--- src/rtl/fir1_decimator.sv ---
// Integrate-and-dump decimator behind FIR1 with a show-ahead output FIFO.
// Define FIR1_DECIM_SAT_EN to saturate results to -128..127; otherwise they wrap.
module fir1_decimator #(
  parameter int DECIM = 4,
  parameter int SHIFT = 2,
  parameter int DEPTH = 4
) (
  input  logic              clk,
  input  logic              rst_n,
  input  logic signed [7:0] i_y,
  input  logic              i_valid,
  output logic signed [7:0] o_data,
  output logic              o_valid,
  input  logic              i_ready,
  output logic              o_drop,
  output logic [4:0]        o_level
);

  localparam int PHW = (DECIM > 1) ? $clog2(DECIM) : 1;
  localparam int PW  = (DEPTH > 1) ? $clog2(DEPTH) : 1;

  logic [PHW-1:0]     phase_q, phase_d;
  logic signed [11:0] acc_q, acc_d;
  logic [PW-1:0]      rd_ptr_q, rd_ptr_d;
  logic [PW-1:0]      wr_ptr_q, wr_ptr_d;
  logic [4:0]         count_q, count_d;
  logic signed [7:0]  data_q, data_d;
  logic               valid_q, valid_d;
  logic               drop_q, drop_d;
  logic signed [7:0]  mem_q [DEPTH];

  logic               dump;
  logic               full;
  logic               pop;
  logic               push_ok;
  logic signed [11:0] sum;
  logic signed [7:0]  res8;

  assign dump = i_valid && (phase_q == PHW'(DECIM - 1));
  assign sum  = acc_q + {{4{i_y[7]}}, i_y};

`ifdef FIR1_DECIM_SAT_EN
  logic signed [11:0] res;
  assign res = sum >>> SHIFT;
  always_comb begin
    if (res > 12'sd127)
      res8 = 8'sd127;
    else if (res < -12'sd128)
      res8 = -8'sd128;
    else
      res8 = res[7:0];
  end
`else
  assign res8 = 8'(sum >>> SHIFT);
`endif

  assign full    = (count_q == 5'(DEPTH));
  assign pop     = valid_q && i_ready;
  // A full FIFO still accepts a push when the head leaves in the same cycle.
  assign push_ok = dump && (!full || pop);

  always_comb begin
    acc_d   = acc_q;
    phase_d = phase_q;
    if (i_valid) begin
      if (dump) begin
        acc_d   = '0;
        phase_d = '0;
      end else begin
        acc_d   = sum;
        phase_d = phase_q + 1'b1;
      end
    end
  end

  always_comb begin
    wr_ptr_d = push_ok ? wr_ptr_q + 1'b1 : wr_ptr_q;
    rd_ptr_d = pop ? rd_ptr_q + 1'b1 : rd_ptr_q;
    count_d  = count_q;
    if (push_ok && !pop)
      count_d = count_q + 5'd1;
    else if (!push_ok && pop)
      count_d = count_q - 5'd1;
    drop_d  = drop_q | (dump && full && !pop);
    valid_d = (count_d != 5'd0);
    // The new head bypasses the array when it is the entry being written now.
    data_d  = data_q;
    if (count_d != 5'd0) begin
      if (push_ok && (wr_ptr_q == rd_ptr_d))
        data_d = res8;
      else
        data_d = mem_q[rd_ptr_d];
    end
  end

  always_ff @(posedge clk) begin
    if (push_ok)
      mem_q[wr_ptr_q] <= res8;
  end

  always_ff @(posedge clk or negedge rst_n) begin
    if (!rst_n) begin
      phase_q  <= '0;
      acc_q    <= '0;
      rd_ptr_q <= '0;
      wr_ptr_q <= '0;
      count_q  <= '0;
      data_q   <= '0;
      valid_q  <= 1'b0;
      drop_q   <= 1'b0;
    end else begin
      phase_q  <= phase_d;
      acc_q    <= acc_d;
      rd_ptr_q <= rd_ptr_d;
      wr_ptr_q <= wr_ptr_d;
      count_q  <= count_d;
      data_q   <= data_d;
      valid_q  <= valid_d;
      drop_q   <= drop_d;
    end
  end

  assign o_data  = data_q;
  assign o_valid = valid_q;
  assign o_drop  = drop_q;
  assign o_level = count_q;

endmodule

--- config.mk ---
export PLATFORM = sky130hd
export DESIGN_NAME = fir1_decimator
export DESIGN_NICKNAME = d
export VERILOG_FILES = /design/src/rtl/fir1_decimator.sv
export SDC_FILE = /design/constraint.sdc
export NUM_CORES = 1
export LEC_CHECK = 0
export ABC_AREA = 1
export CAP_MARGIN = 20
export CORE_MARGIN = 1.5
export CORE_UTILIZATION = 40
export CTS_CLUSTER_DIAMETER = 100
export DETAILED_ROUTE_END_ITERATION = 8
export PLACE_DENSITY = 0.55
export SLEW_MARGIN = 25
export SYNTH_ARGS = -nofsm -noshare
export SYNTH_HDL_FRONTEND = slang
export SYNTH_SLANG_ARGS = --single-unit
--- constraint.sdc ---
create_clock -name clk -period 2.17 [get_ports clk]
set_input_delay 0.217 -clock clk [delete_from_list [all_inputs] [get_ports clk]]
set_output_delay 0.217 -clock clk [all_outputs]
set_load 0.1 [all_outputs]
==> flow_summary.yaml, run 1 <==
logic_synthesis:
  synth_edf_count: 32
  synth.area.top_cells: "edfxtp_1, dfrtp_1, nand2_1, ha_1, nand3_1"
  ys.flop_type: "edfxtp_1"
  syn-cell-area_um2: 3510
  yosys.area.top_type: "edfxtp_1"
  ys_ff_latch: 63
  post_synth.cell_area_avg_um2: 9.06
  yosys.cell_count.top_type: "nand2_1"
  synth_nets: 417
  synth_cell_types: 33
  yosysTopAreaCellShare: 0.273
  yosys_warnings: 0
  netlist_top_cells_count: "nand2_1, edfxtp_1, dfrtp_1"
  synthArstFlopShare: 0.492
  seq_area_frac_synth: 0.494
  synthCells: 388
placed_design:
  gp_congestion: 0.870
  io_buffer_count: 26
  hpwl_mm: 5.54
global_routing:
  grt_util_all_layers: 0.184
  antenna_found_initial: 0
  overflow: 0
  grt_pass1_vias: 2792
  grt_max_degree: 32
  grt_pass1_wl_mm: 13.5
critical_path:
  path_cells: "inv_1, ha_1, inv_1, nor2_2, nand4_1, nand2_1, nor2_2, buf_4"
  worstPathMaxFanout: 5
  critPathKind: "reg -> reg"
  slowest_delay_ns: 0.51
  crit_path_end_kind: "flop"
  startpoint_type: "flop"
  worstPathRequired_ns: 2.27
  crit_family: "simple AND/OR/NAND/NOR gates"
  crit_slowest_cell: "dfrtp_4"
  worst_ep_arrival_time_ns: 2.09
  cp_num_buf_inv: 3
cells_and_area:
  layout-drive-gt1-share: 0.217
  synthToLayoutAreaGrowth_pct: 20.3
  nFillCells: 844
  nNetsFinal: 466
  multi_input_area_um2: 1610
  seq_area_um2: 1750
  antenna_cells: 0
clock_network:
  htreeDepth: 3
  cts_buffer_depth: 2
  cts.hold.buffers_added: 0
  clock-sinks: 63
  clk_latency_ns: 0.35
  clockRootBuffer: "clkbuf_8"
  cts-buffers-inserted: 9
  clk_pin_slew_worst_paths_ns: 0.07
  cts_tree: "built"
  post_cts_buffers: 0
timing:
  finalHoldViolCount: 0
  period_needed_ns: 1.98
  timing.fmax_mhz: 505
  worstMarginPinSlew_ns: 0.829
  clock-skew-final_ns: 0.00908
  finalSetupViolCount: 0
  hold_ws_ns: 0.270
  post-route-period-util: 0.913
  rsz0062_at_grt: "no"
  relSlewSlack: 0.445
  drv_slew: 0
detailed_routing:
  route.vias.total: 2662
  via_per_inst: 4.84
  dr.pass1.iters: 4
  wirelength_mm: 7.74
  drtIter0Drc: 84
  drc_errors: 0
  wl_per_cell_um: 14.1
  drtAntennaViolNets: 0
floorplan:
  dieArea_um2: 9360
  core_area_um2: 8640
  std_cell_rows: 34
  die_w_um: 96.7
  pin_count: 27
  initial_core_util: 0.407
  die_h_um: 96.7
pwr:
  pwr-share-clk: 0.142
  p_sw_w: 0.00362
  ir_drop_mv: 0.808
  switching_share: 0.502
  p_int_w: 0.00359
  cellLeakagePower_nw: 2.01
  seqPwrFrac: 0.284
  total_power_w: 0.00722
  pwr-share-comb: 0.574
  powerDensity_nw_per_um2: 1710
run:
  drv_cap: 0
hold_path:
  hold_path_class: "in -> async"
outcome:
  status: "completed"
[registers in the layout, indices dropped and copies added (netlist names)]
signal,count
wr_ptr_q,2
o_level,5
rd_ptr_q,2
o_valid,1
phase_q,2
mem_q,32
o_drop,1
acc_q,10
o_data,8
[area by class of cell]
type / count / share of cell area
clock buffers: 11 / 0.0334
multi-input cells: 283 / 0.381
inverters: 37 / 0.0352
well taps: 108 / 0.0320
clock inverters: 5 / 0.0136
flip-flops and latches: 63 / 0.413
repair buffers: 43 / 0.0917
[worst reg2reg max path, delay by kind of cell (launching register included)]
| family | cells | cell delay [ns] |
|---|---|---|
| AND/OR/NAND/NOR | 4 | 0.74 |
| adder cells (fa/ha/maj) | 1 | 0.18 |
| flip-flops | 1 | 0.51 |
| buffers and inverters | 3 | 0.33 |
[power by group through the flow]
stage	clock [W]	sequential [W]	combinational, W
after detailed placement	0	0.00207	0.00416
after floorplan	0	0.00291	0.00227
after CTS	0.00104	0.00206	0.00417
after global placement	0	0.00207	0.00412
after global routing	0.00110	0.00210	0.00461
final	0.00103	0.00205	0.00414
[through the flow]
step                      instances  utilization  area (µm²)  worst slack, ns  TNS (ns)
after floorplan                 388            -        3530          -0.0336     -1.07
after detailed placement        534        0.466        4020          -0.0243   -0.0243
after global placement          534        0.466        4020          -0.0166   -0.0166
final                           550        0.490        4230            0.189         0
after CTS                       550        0.489        4220            0.138         0
after global routing            550        0.490        4230          0.00873         0
[layout by cell type, fill, tap and decap left out, types with 5 or more instances in the layout]
| master | count |
|---|---|
| clkbuf_8 | 10 |
| ha_1 | 16 |
| clkdlybuf4s50_1 | 11 |
| a21oi_1 | 6 |
| o21ai_1 | 18 |
| nand4_1 | 6 |
| inv_2 | 5 |
| inv_1 | 28 |
| nor2_2 | 6 |
| dfrtp_1 | 27 |
| buf_4 | 29 |
| nand3_1 | 25 |
| nand2_2 | 13 |
| nor2_1 | 20 |
| a22o_1 | 9 |
| nand2_4 | 8 |
| nand2_1 | 134 |
| xor2_1 | 7 |
| edfxtp_1 | 32 |
[cell families (layout without fill, tap and decap cells)]
kind of cell	Yosys count	count (layout)	synth area share
and+or+nand+nor	221	221	0.305
DFF	63	63	0.494
buffers and inverters	42	96	0.0530
AOI/OAI and AO/OA	36	36	0.0623
adders and majority gates	17	17	0.0627
xor gates and xnor gates	9	9	0.0224
[per-layer routing]
layer / up-vias / track usage / part of all wire
met5: - / 0 / 0
met4: 0 / 0.0546 / 0.011
met3: 8 / 0.0419 / 0.041
met2: 46 / 0.314 / 0.50
met1: 1246 / 0.233 / 0.45
li1: 1362 / - / -
[worst paths after layout]
check | startpoint | to | slack (ns) | cells after the start
worst max-delay path | o_level[0] | mem_q[1][5] | 0.19 | 8
worst min-delay path | rst_n | wr_ptr_q[0] | 0.27 | 2
max in group asynchronous | rst_n | o_level[0] | 1.52 | 2
min in group clk | phase_q[0] | phase_q[0] | 0.49 | 1
worst max register to register | o_level[0] | mem_q[1][5] | 0.19 | 8
worst min register to register | phase_q[0] | phase_q[0] | 0.49 | 1
[repair_timing]
| item | 4_1_cts | 5_1_grt |
|---|---|---|
| setup endpoints to repair | 0 | 6 |
| gates resized for setup | 0 | 2 |
| hold endpoints to repair | 0 | 0 |
Power figures use the tool's default switching activity.
==> inputs of run 2 (changes only) <==
CAP_MARGIN = default   (was 20)
==> results of run 2 <==
No change in the layout: final DEF, timing and power equal those of run 1.
==> inputs of run 3 (changes only) <==
CTS_CLUSTER_SIZE = 28   (was default)
==> results of run 3 <==
No change in the layout: final DEF, timing and power equal those of run 1.
